### src/rtl/pll_supervisor.sv
// Lock supervisor for an ECP5 EHXPLLL. It filters LOCK, retries the PLL when lock times out,
// releases the channel resets in a staggered order, and performs handshaked dynamic phase steps.
module pll_supervisor #(
    parameter int NUM_CH       = 3,
    parameter int RST_HOLD     = 16,
    parameter int LOCK_TIMEOUT = 65536,
    parameter int LOCK_FILT    = 1024,
    parameter int STAGGER      = 8,
    parameter int STEP_GAP     = 4
) (
    input  logic              CLK,
    input  logic              RST_N,
    input  logic              pll_lock_in,
    output logic              pll_rst,
    output logic [NUM_CH-1:0] ch_rst_n,
    output logic              locked,
    output logic [7:0]        relock_cnt,
    input  logic              ps_valid,
    output logic              ps_ready,
    input  logic [1:0]        ps_ch,
    input  logic              ps_dir,
    input  logic [3:0]        ps_count,
    output logic              ps_done,
    output logic              ps_err,
    output logic [1:0]        phasesel,
    output logic              phasedir,
    output logic              phasestep,
    output logic [2:0]        dbg_state_o
);

    // One shared counter serves every timed state, so it is sized for the sum of all limits.
    localparam int CW = $clog2(RST_HOLD + LOCK_TIMEOUT + LOCK_FILT + NUM_CH * STAGGER + STEP_GAP + 2);

    typedef enum logic [2:0] {
        S_RESET_PLL,
        S_WAIT_LOCK,
        S_FILTER,
        S_RELEASE,
        S_RUN,
        S_STEP_SETUP,
        S_STEP_PULSE,
        S_STEP_GAP
    } state_t;

    state_t            state_q, state_d;
    logic [CW-1:0]     cnt_q, cnt_d, cnt_inc;
    logic [3:0]        rem_q, rem_d;
    logic [7:0]        relock_q, relock_d;
    logic              lock_meta_q, lock_sync_q;
    logic              pll_rst_q, pll_rst_d;
    logic [NUM_CH-1:0] ch_rst_n_q, ch_rst_n_d;
    logic              locked_q, locked_d;
    logic              ps_ready_q, ps_ready_d;
    logic              ps_done_q, ps_done_d;
    logic              ps_err_q, ps_err_d;
    logic [1:0]        phasesel_q, phasesel_d;
    logic              phasedir_q, phasedir_d;
    logic              phasestep_q, phasestep_d;
    logic              lock_lost, accept, bad_ch;

    always_ff @(posedge CLK or negedge RST_N) begin
        if (!RST_N) begin
            lock_meta_q <= 1'b0;
            lock_sync_q <= 1'b0;
        end else begin
            lock_meta_q <= pll_lock_in;
            lock_sync_q <= lock_meta_q;
        end
    end

    // Handshake: a request transfers on a rising CLK edge where ps_valid && ps_ready are both
    // high; ps_ready is registered and only high while idle in RUN, so no request is ever queued.
    assign accept = ps_valid && ps_ready_q;
    assign bad_ch = ({30'd0, ps_ch} >= 32'(NUM_CH));
    assign lock_lost = !lock_sync_q && (state_q inside {S_RELEASE, S_RUN, S_STEP_SETUP,
                                                       S_STEP_PULSE, S_STEP_GAP});

    always_comb begin
        state_d    = state_q;
        cnt_d      = cnt_q;
        cnt_inc    = cnt_q + CW'(1);
        rem_d      = rem_q;
        relock_d   = relock_q;
        ch_rst_n_d = ch_rst_n_q;
        ps_done_d  = 1'b0;
        ps_err_d   = 1'b0;
        phasesel_d = phasesel_q;
        phasedir_d = phasedir_q;

        case (state_q)
            S_RESET_PLL: begin
                cnt_d = cnt_inc;
                if (cnt_q == CW'(RST_HOLD - 1)) begin
                    state_d = S_WAIT_LOCK;
                    cnt_d   = '0;
                end
            end
            S_WAIT_LOCK: begin
                cnt_d = cnt_inc;
                if (lock_sync_q) begin
                    state_d = S_FILTER;
                    cnt_d   = '0;
                end else if (cnt_q == CW'(LOCK_TIMEOUT - 1)) begin
                    state_d = S_RESET_PLL;
                    cnt_d   = '0;
                end
            end
            S_FILTER: begin
                cnt_d = cnt_inc;
                if (!lock_sync_q) begin
                    state_d = S_WAIT_LOCK;
                    cnt_d   = '0;
                end else if (cnt_q == CW'(LOCK_FILT)) begin
                    state_d       = (NUM_CH == 1) ? S_RUN : S_RELEASE;
                    cnt_d         = '0;
                    ch_rst_n_d[0] = 1'b1;
                end
            end
            S_RELEASE: begin
                cnt_d = cnt_inc;
                for (int i = 1; i < NUM_CH; i++) begin
                    if (cnt_inc == CW'(i * STAGGER)) ch_rst_n_d[i] = 1'b1;
                end
                if (cnt_inc == CW'((NUM_CH - 1) * STAGGER)) state_d = S_RUN;
            end
            S_RUN: begin
                if (accept) begin
                    if (ps_count == 4'd0 || bad_ch) begin
                        ps_done_d = 1'b1;
                        ps_err_d  = bad_ch;
                    end else begin
                        state_d    = S_STEP_SETUP;
                        rem_d      = ps_count;
                        phasesel_d = ps_ch;
                        phasedir_d = ps_dir;
                    end
                end
            end
            S_STEP_SETUP: state_d = S_STEP_PULSE;
            S_STEP_PULSE: begin
                cnt_d = '0;
                if (rem_q == 4'd1 && STEP_GAP <= 1) begin
                    state_d   = S_RUN;
                    ps_done_d = 1'b1;
                end else begin
                    state_d = S_STEP_GAP;
                end
            end
            S_STEP_GAP: begin
                cnt_d = cnt_inc;
                // The completion pulse coincides with the last gap cycle, so leave one early.
                if (rem_q == 4'd1 && cnt_q == CW'(STEP_GAP - 2)) begin
                    state_d   = S_RUN;
                    ps_done_d = 1'b1;
                end else if (cnt_q == CW'(STEP_GAP - 1)) begin
                    state_d = S_STEP_PULSE;
                    rem_d   = rem_q - 4'd1;
                end
            end
            default: state_d = S_RESET_PLL;
        endcase

        if (lock_lost) begin
            state_d   = S_RESET_PLL;
            cnt_d     = '0;
            ps_done_d = 1'b0;
            ps_err_d  = 1'b0;
            if (relock_q != 8'hFF) relock_d = relock_q + 8'd1;
        end

        pll_rst_d = (state_d == S_RESET_PLL);
        locked_d  = state_d inside {S_RELEASE, S_RUN, S_STEP_SETUP, S_STEP_PULSE, S_STEP_GAP};
        if (!locked_d) ch_rst_n_d = '0;
        phasestep_d = (state_d == S_STEP_PULSE);
        ps_ready_d  = (state_d == S_RUN) && !ps_done_d;
    end

    always_ff @(posedge CLK or negedge RST_N) begin
        if (!RST_N) begin
            state_q     <= S_RESET_PLL;
            cnt_q       <= '0;
            rem_q       <= '0;
            relock_q    <= '0;
            pll_rst_q   <= 1'b1;
            ch_rst_n_q  <= '0;
            locked_q    <= 1'b0;
            ps_ready_q  <= 1'b0;
            ps_done_q   <= 1'b0;
            ps_err_q    <= 1'b0;
            phasesel_q  <= '0;
            phasedir_q  <= 1'b0;
            phasestep_q <= 1'b0;
        end else begin
            state_q     <= state_d;
            cnt_q       <= cnt_d;
            rem_q       <= rem_d;
            relock_q    <= relock_d;
            pll_rst_q   <= pll_rst_d;
            ch_rst_n_q  <= ch_rst_n_d;
            locked_q    <= locked_d;
            ps_ready_q  <= ps_ready_d;
            ps_done_q   <= ps_done_d;
            ps_err_q    <= ps_err_d;
            phasesel_q  <= phasesel_d;
            phasedir_q  <= phasedir_d;
            phasestep_q <= phasestep_d;
        end
    end

    assign pll_rst     = pll_rst_q;
    assign ch_rst_n    = ch_rst_n_q;
    assign locked      = locked_q;
    assign relock_cnt  = relock_q;
    assign ps_ready    = ps_ready_q;
    assign ps_done     = ps_done_q;
    assign ps_err      = ps_err_q;
    assign phasesel    = phasesel_q;
    assign phasedir    = phasedir_q;
    assign phasestep   = phasestep_q;
    assign dbg_state_o = state_q;

endmodule

### config.mk
export PLATFORM = sky130hd
export DESIGN_NAME = pll_supervisor
export DESIGN_NICKNAME = d
export VERILOG_FILES = /design/src/rtl/pll_supervisor.sv
export SDC_FILE = /design/constraint.sdc
export NUM_CORES = 1
export LEC_CHECK = 0
export CAP_MARGIN = 20
export CORE_MARGIN = 2
export CORE_UTILIZATION = 40
export CTS_CLUSTER_SIZE = 14
export DETAILED_ROUTE_END_ITERATION = 8
export SLEW_MARGIN = 25
export SYNTH_ARGS = -nofsm -noshare
export SYNTH_HDL_FRONTEND = slang
export SYNTH_SLANG_ARGS = --single-unit
### constraint.sdc
create_clock -name CLK -period 3.75 [get_ports CLK]
set_input_delay 0.9375 -clock CLK [delete_from_list [all_inputs] [get_ports CLK]]
set_output_delay 0.9375 -clock CLK [all_outputs]
set_load 0.01 [all_outputs]
# After elaboration in Yosys (flattened, before gate mapping)
# Index checks and enable logic that the tools add are counted.
[word_totals]
wordCells = 114
regBits = 46
inputBits = 11
output_inout_bits = 23
[classes]
addsub = 3
reduce_logical = 21
eq_ne = 31
muxes = 40
order_cmp = 1
n_bitwise = 1
[op_table]
columns = ["cell", "count"]
rows = [
  ["2-to-1 mux 17 bit", 6],
  ["one-hot mux 17 bit (5 select lines)", 1],
  ["2-to-1 mux 3 bit", 12],
  ["== test 17 x 2 -> 1 bit, second input constant", 2],
  ["== test 17 x 4 -> 1 bit, second input constant", 2],
  ["== test 3 bit, second input constant", 8],
  ["one-hot mux 3 bit (8 select lines)", 1],
  ["adder 17 x 1 -> 17 bit, second input constant", 1],
  ["== test 17 x 11 -> 1 bit, second input constant", 1],
  ["== test 17 x 16 -> 1 bit, second input constant", 1],
  ["== test 17 x 5 -> 1 bit, second input constant", 1],
  ["2-to-1 mux 4 bit", 4],
  ["2-to-1 mux 1 bit", 13],
  ["!= test 2 x 1 -> 1 bit, second input constant", 6],
  ["nonzero test 5 bit", 2],
  ["== test 3 x 2 -> 1 bit, second input constant", 3],
  ["adder 8 x 1 -> 8 bit, second input constant", 1],
  ["!= test 2 bit, second input constant", 4],
  ["!= test 8 bit, second input constant", 1],
  ["one-hot mux 4 bit (2 select lines)", 1],
  ["zero test 3 bit", 2],
  ["AND reduction 2 bit", 3],
  ["AND reduction 3 bit", 2],
  ["nonzero test 6 bit", 1],
  ["other kinds (14)", 18],
]

# Logic depth before layout (Yosys ltp)
[logic_depth]
word_depth = 10
mapped_depth = 15
mapped_depth_nobuf = 14

# Least setup slack after synthesis
# No wires, ideal clock.
[synth_timing]
kind = "flip-flop to flip-flop"
from = "register cnt_q[0]"
to = "register ps_ready_q, in the netlist ps_ready"
required_ns = 3.643
arrival_time_ns = 2.984
synth_period_minus_slack_ns = 3.090
setup_ns = 0.107
setup_slack_ns = 0.660
n_path_buf = 1
stages_incl_launch_ff = 15
path_cell_list = "dfrtp_1 ha_1 buf_2 and4_1 nand2_1 nor3_1 nand3_1 inv_1 ha_1 nand2_1 nor3_1 o211ai_2 or3_4 a21o_1 a2111oi_4"
[synth_via]
elab_chain_len = 7
elab_cells_between_ends = 24
classes_between = "1 x add/sub; 7 x eq/ne; 13 x mux; 3 x reduce/logical"
[synth_lines]
columns = ["element", "line_no", "rtl"]
rows = [
  ["from (decl)", "46", "logic [CW-1:0] cnt_q, cnt_d, cnt_inc;"],
  ["from (signal assigned)", "195", "cnt_q <= cnt_d;"],
  ["adder 17 x 1 -> 17 bit (tied with other cells)", "81", "cnt_inc = cnt_q + CW'(1);"],
  ["== test 17 x 5 -> 1 bit (tied with other cells)", "124", "if (cnt_inc == CW'((NUM_CH - 1) * STAGGER)) state_d = S_RUN;"],
  ["2-to-1 mux 3 bit (tied with other cells)", "124", ""],
  ["one-hot mux 3 bit (8 select lines) / one-hot mux 1 bit (2 select lines) (equally long branches)", "90", "case (state_q)"],
  ["2-to-1 mux 3 bit / 2-to-1 mux 1 bit (equally long branches)", "163", "if (lock_lost) begin"],
  ["== test 3 bit / zero test 1 bit (equally long branches)", "175", "ps_ready_d = (state_d == S_RUN) && !ps_done_d;"],
  ["logical AND 1 bit *", "175", ""],
  ["named net ps_ready_d", "53", "logic ps_ready_q, ps_ready_d;"],
  ["to (signal assigned)", "201", "ps_ready_q <= ps_ready_d;"],
  ["to (decl)", "53", ""],
]
# Mark *: on every way through the listed nets, which the timed path passes. The rest lies on a longest branch.
# A chain may end at the register's enable or synchronous reset.

# Worst setup path after layout
[layout_timing]
from = "register cnt_q[1]"
to = "register ps_ready_q, in the netlist ps_ready"
# The elaborated chain is that of the path after synthesis.

==> results.rst <==
.. list-table::
   :header-rows: 1

   * - Metric
     - Value
   * - PortBufs
     - 33
   * - Placeable core area
     - 7137 um^2
   * - Maximum number of pins on one net before global-route repair
     - 28
   * - Sort of element at the start of the critical path
     - register
   * - Critical Path Max Stage Delay
     - 0.55 ns
   * - Post-route setup slack
     - 0.3283 ns
   * - Violation count after the first detailed-route iteration
     - 99
   * - Number of endpoints failing setup at the final stage
     - 0
   * - Critical Path Stages
     - 13
   * - Number of fillers in the final layout
     - 709
   * - Area added between synthesis and finish
     - 18.47%
   * - Pre-Repair DR Iteration Count
     - 4
   * - CTS-repair resized insts
     - 0
   * - Fraction of power spent switching nets
     - 0.3465
   * - Worst reg-to-reg setup slack
     - between 0.3 and 0.4 ns
   * - Worst reg-to-reg path cell count
     - 13
   * - Minimum period implied by the final worst setup slack
     - 3.422 ns
   * - Hold_sp
     - lock_meta_q
   * - Antenna violations before repair
     - 0
   * - Vias per cell
     - between 5 and 6
   * - Setup repair after global routing missed its margin
     - false
   * - Max-slew headroom
     - 0.5754
   * - Most repeated cell in the gate-level netlist after synthesis
     - dfrtp_1
   * - Leakage power
     - 0.001396 uW
   * - RR Endpoint
     - ps_ready
   * - Final clock period utilization by the worst path
     - 0.9124
   * - Die Y-Extent
     - 89.34 um
   * - Count of clock tree sinks
     - 46
   * - Crit path kind
     - reg -> reg
   * - Data arrival time of the critical path
     - 3.62 ns
   * - Met1 Track Usage GR
     - 0.2622
   * - Number of buffers added by the clock tree synthesis step
     - 5
   * - Mapped Cells
     - 315
   * - Crit-path leading delay family
     - simple AND/OR/NAND/NOR gates
   * - Warning count from the yosys run
     - 0
   * - CP max-delay cell
     - dfrtp_1
   * - Total number of placement rows
     - 31
   * - Post-synth EDFFs
     - 0
   * - Power per cell area
     - approximately 480 nW/um^2
   * - Peak supply drop
     - 0.2332 mV
   * - Net switching power of the design
     - 570.0 uW
   * - Pre-CTS setup slack
     - between 0.2 and 0.25 ns
   * - Net count after synthesis
     - 335
   * - Worst slew pin tran
     - 0.6321 ns
   * - Ant diodes
     - 0
   * - Async set-reset flop share out of synthesis
     - 1.000
   * - Synthesized flop and latch total
     - 46
   * - Antenna-violating nets left
     - 0
   * - Boundary pin count
     - 34
   * - Count of buffer and inverter cells on the critical path
     - 1
   * - Cell types occupying the most area after synthesis
     - dfrtp_1 39%, nand2_1 4.5%, ha_1 3.9%, nand4_1 2.6%, nor2_1 2.6%
   * - Hold-critical path endpoint
     - lock_sync_q
   * - Routability Congestion
     - ~0.86
   * - Crit path cell chain
     - ha_4, and4_1, nand2_1, nor3_1, nand3_1, inv_1, ha_1, nand2_1, nor3_1, o211ai_2, or3_4, a21o_1, a2111oi_4
   * - Max-capacitance violation count
     - 0
   * - Run status
     - complete, no violations
   * - Clock slew at the register clock pins of the worst setup and hold paths
     - roughly 0.09 ns
   * - Nets
     - between 300 and 400
   * - Cell type with the highest aggregate area in the netlist
     - dfrtp_1
   * - Hold buffer count at CTS
     - 0
   * - Wire length of the first global-routing pass
     - 11600 um
   * - CTS tree
     - done
   * - Setup Skew
     - 0.009523 ns
   * - CTS HTree Levels
     - 2
   * - Share of synthesized area occupied by flip-flops and latches
     - 0.3956
   * - Routed vias
     - 2460
   * - Synth top cells by count
     - 45 x dfrtp_1, 35 x nand2_1, 20 x nor2_1
   * - DP HPWL
     - 4988 um
   * - Fraction of power consumed by the clock network
     - 0.280
   * - Power Internal
     - 1075 uW
   * - Final number of hold-violating endpoints
     - 0
   * - Clock root buffer
     - clkbuf_8
   * - Number of global-route vias before repair
     - 2361
   * - Layout cell share with drive strength beyond 1
     - 0.1134
   * - Peak clock frequency supported by timing
     - 292.3 MHz
   * - Floorplan die width
     - 89.34 um
   * - Layer carrying the most global-route usage
     - met2
   * - Combinational share of power
     - 0.321
   * - Number of pins with negative max-slew slack in the final report
     - 0
   * - Leading register cell type out of synthesis
     - dfrtp_1
   * - Critical Path End Type
     - register
   * - Beginning of the critical path
     - cnt_q[1]
   * - WL/cell
     - approximately 15 um
   * - Critical register-to-register path startpoint
     - cnt_q[1]
   * - Overflow left after global routing
     - 0
   * - Flop pwr share
     - 0.399
   * - CP max FO
     - 10
   * - DRC viols
     - 0
   * - Final wirelength
     - 6855 um
   * - Share of the synthesized area in the top cell type
     - 0.3866
   * - Count of different cell masters after synthesis
     - 59
   * - Worst endpoint required time
     - 3.95 ns
   * - Netlist area before placement
     - slightly below 3000 um^2
   * - Met3 usage
     - 0.03693
   * - Initial cell density of the core
     - 0.4081
   * - Syn_area_per_cell
     - 9.247 um^2
   * - Class of the most critical hold timing path
     - reg -> reg
   * - GRT Overall Usage
     - 0.1876
   * - Die Area
     - 7981 um^2
   * - Total Negative Setup Slacks
     - 0 ns
   * - Number of cells traversed by the worst hold path
     - 0
   * - CTS max path bufs
     - 2
   * - Grt met2 use
     - 0.2889
   * - Post-CTS setup buffers
     - 0
   * - Insertion delay of the later-clocked pin in the worst-skew pair
     - 0.31 ns
-- per-layer routing --
metal | part of all wire | vias up
met5 | 0 | -
met4 | 0.017 | 0
met3 | 0.041 | 12
met2 | 0.46 | 56
met1 | 0.48 | 1182
li1 | - | 1210
-- cells in the final DEF, fill, tap and decap left out, types with 8 or more instances in the layout --
cell type	Yosys	layout
ha_1	9	8
inv_1	14	14
nor3_1	8	8
xnor2_1	8	8
nand3_1	9	9
nand4_1	12	12
clkdlybuf4s50_1	0	32
a31oi_1	11	11
a21oi_1	11	11
o21ai_0	10	10
dfrtp_1	45	45
nor2_1	20	20
o21ai_1	12	12
nand2_1	35	35
-- registers in the layout, indices dropped and copies added (netlist names) --
register / cells
cnt_q: 17
relock_cnt: 8
rem_q: 4
ch_rst_n: 3
dbg_state_o: 3
phasesel: 2
lock_meta_q: 1
lock_sync_q: 1
locked: 1
phasedir: 1
phasestep: 1
pll_rst: 1
ps_done: 1
ps_err: 1
ps_ready: 1
-- how the worst max path moves through the flow --
stage | end | slack (ns)
5_1_grt | ps_ready | 0.02
6_report | ps_ready | 0.33
4_1_cts | ps_ready | 0.18
3_5_place_dp | ps_ready | 0.21
3_3_place_gp | ps_ready | 0.40
2_1_floorplan | ps_ready | 0.66
-- through the flow --
step / hold slack [ns] / power, uW / util / area (um^2) / cells
final: 0.3531 / 1645 / 0.4835 / 3451 / 443
after global routing: 0.3682 / 1740 / 0.4835 / 3451 / 443
after CTS: 0.3571 / 1644 / 0.4818 / 3438 / 443
after detailed placement: 0.3364 / 1176 / 0.4618 / 3296 / 435
after global placement: 0.3325 / 1175 / 0.4618 / 3296 / 435
after floorplan: 0.3312 / 994.7 / - / 2913 / 315
-- cells by family (layout without fill, tap and decap cells) --
family / count (synthesis) / in the layout / synth area share
simple gates: 132 / 132 / 0.2543
compound gates: 77 / 77 / 0.1882
flops: 46 / 46 / 0.3956
buf+inv: 31 / 60 / 0.05369
xor+xnor: 13 / 13 / 0.03909
fa+ha+maj: 10 / 10 / 0.04253
mux: 6 / 6 / 0.02663
-- worst reg2reg max path, delay by kind of cell (launching register included) --
family	cells	cell delay, ns
compound gates	3	0.74
fa+ha+maj	2	0.40
buf+inv	1	0.08
flops	1	0.55
simple gates	7	1.53
-- final cells by class --
type | count | area (um^2) | area share
multi-input combinational | 238 | 1617 | 0.4685
sequential | 46 | 1152 | 0.3339
timing repair buffer | 38 | 362.8 | 0.1051
tap | 99 | 123.9 | 0.03590
clock buffer | 6 | 82.58 | 0.02393
clock inverter | 2 | 60.06 | 0.01740
inverter | 14 | 52.55 | 0.01523
-- power groups by stage --
stage / logic (uW) / registers [uW] / clock network (uW)
3_3_place_gp: 517 / 658 / 0
2_1_floorplan: 356 / 639 / 0
3_5_place_dp: 517 / 659 / 0
4_1_cts: 520 / 649 / 474
5_1_grt: 582 / 669 / 489
6_report: 528 / 656 / 461
Note: power is estimated with default switching activity, not from simulation.
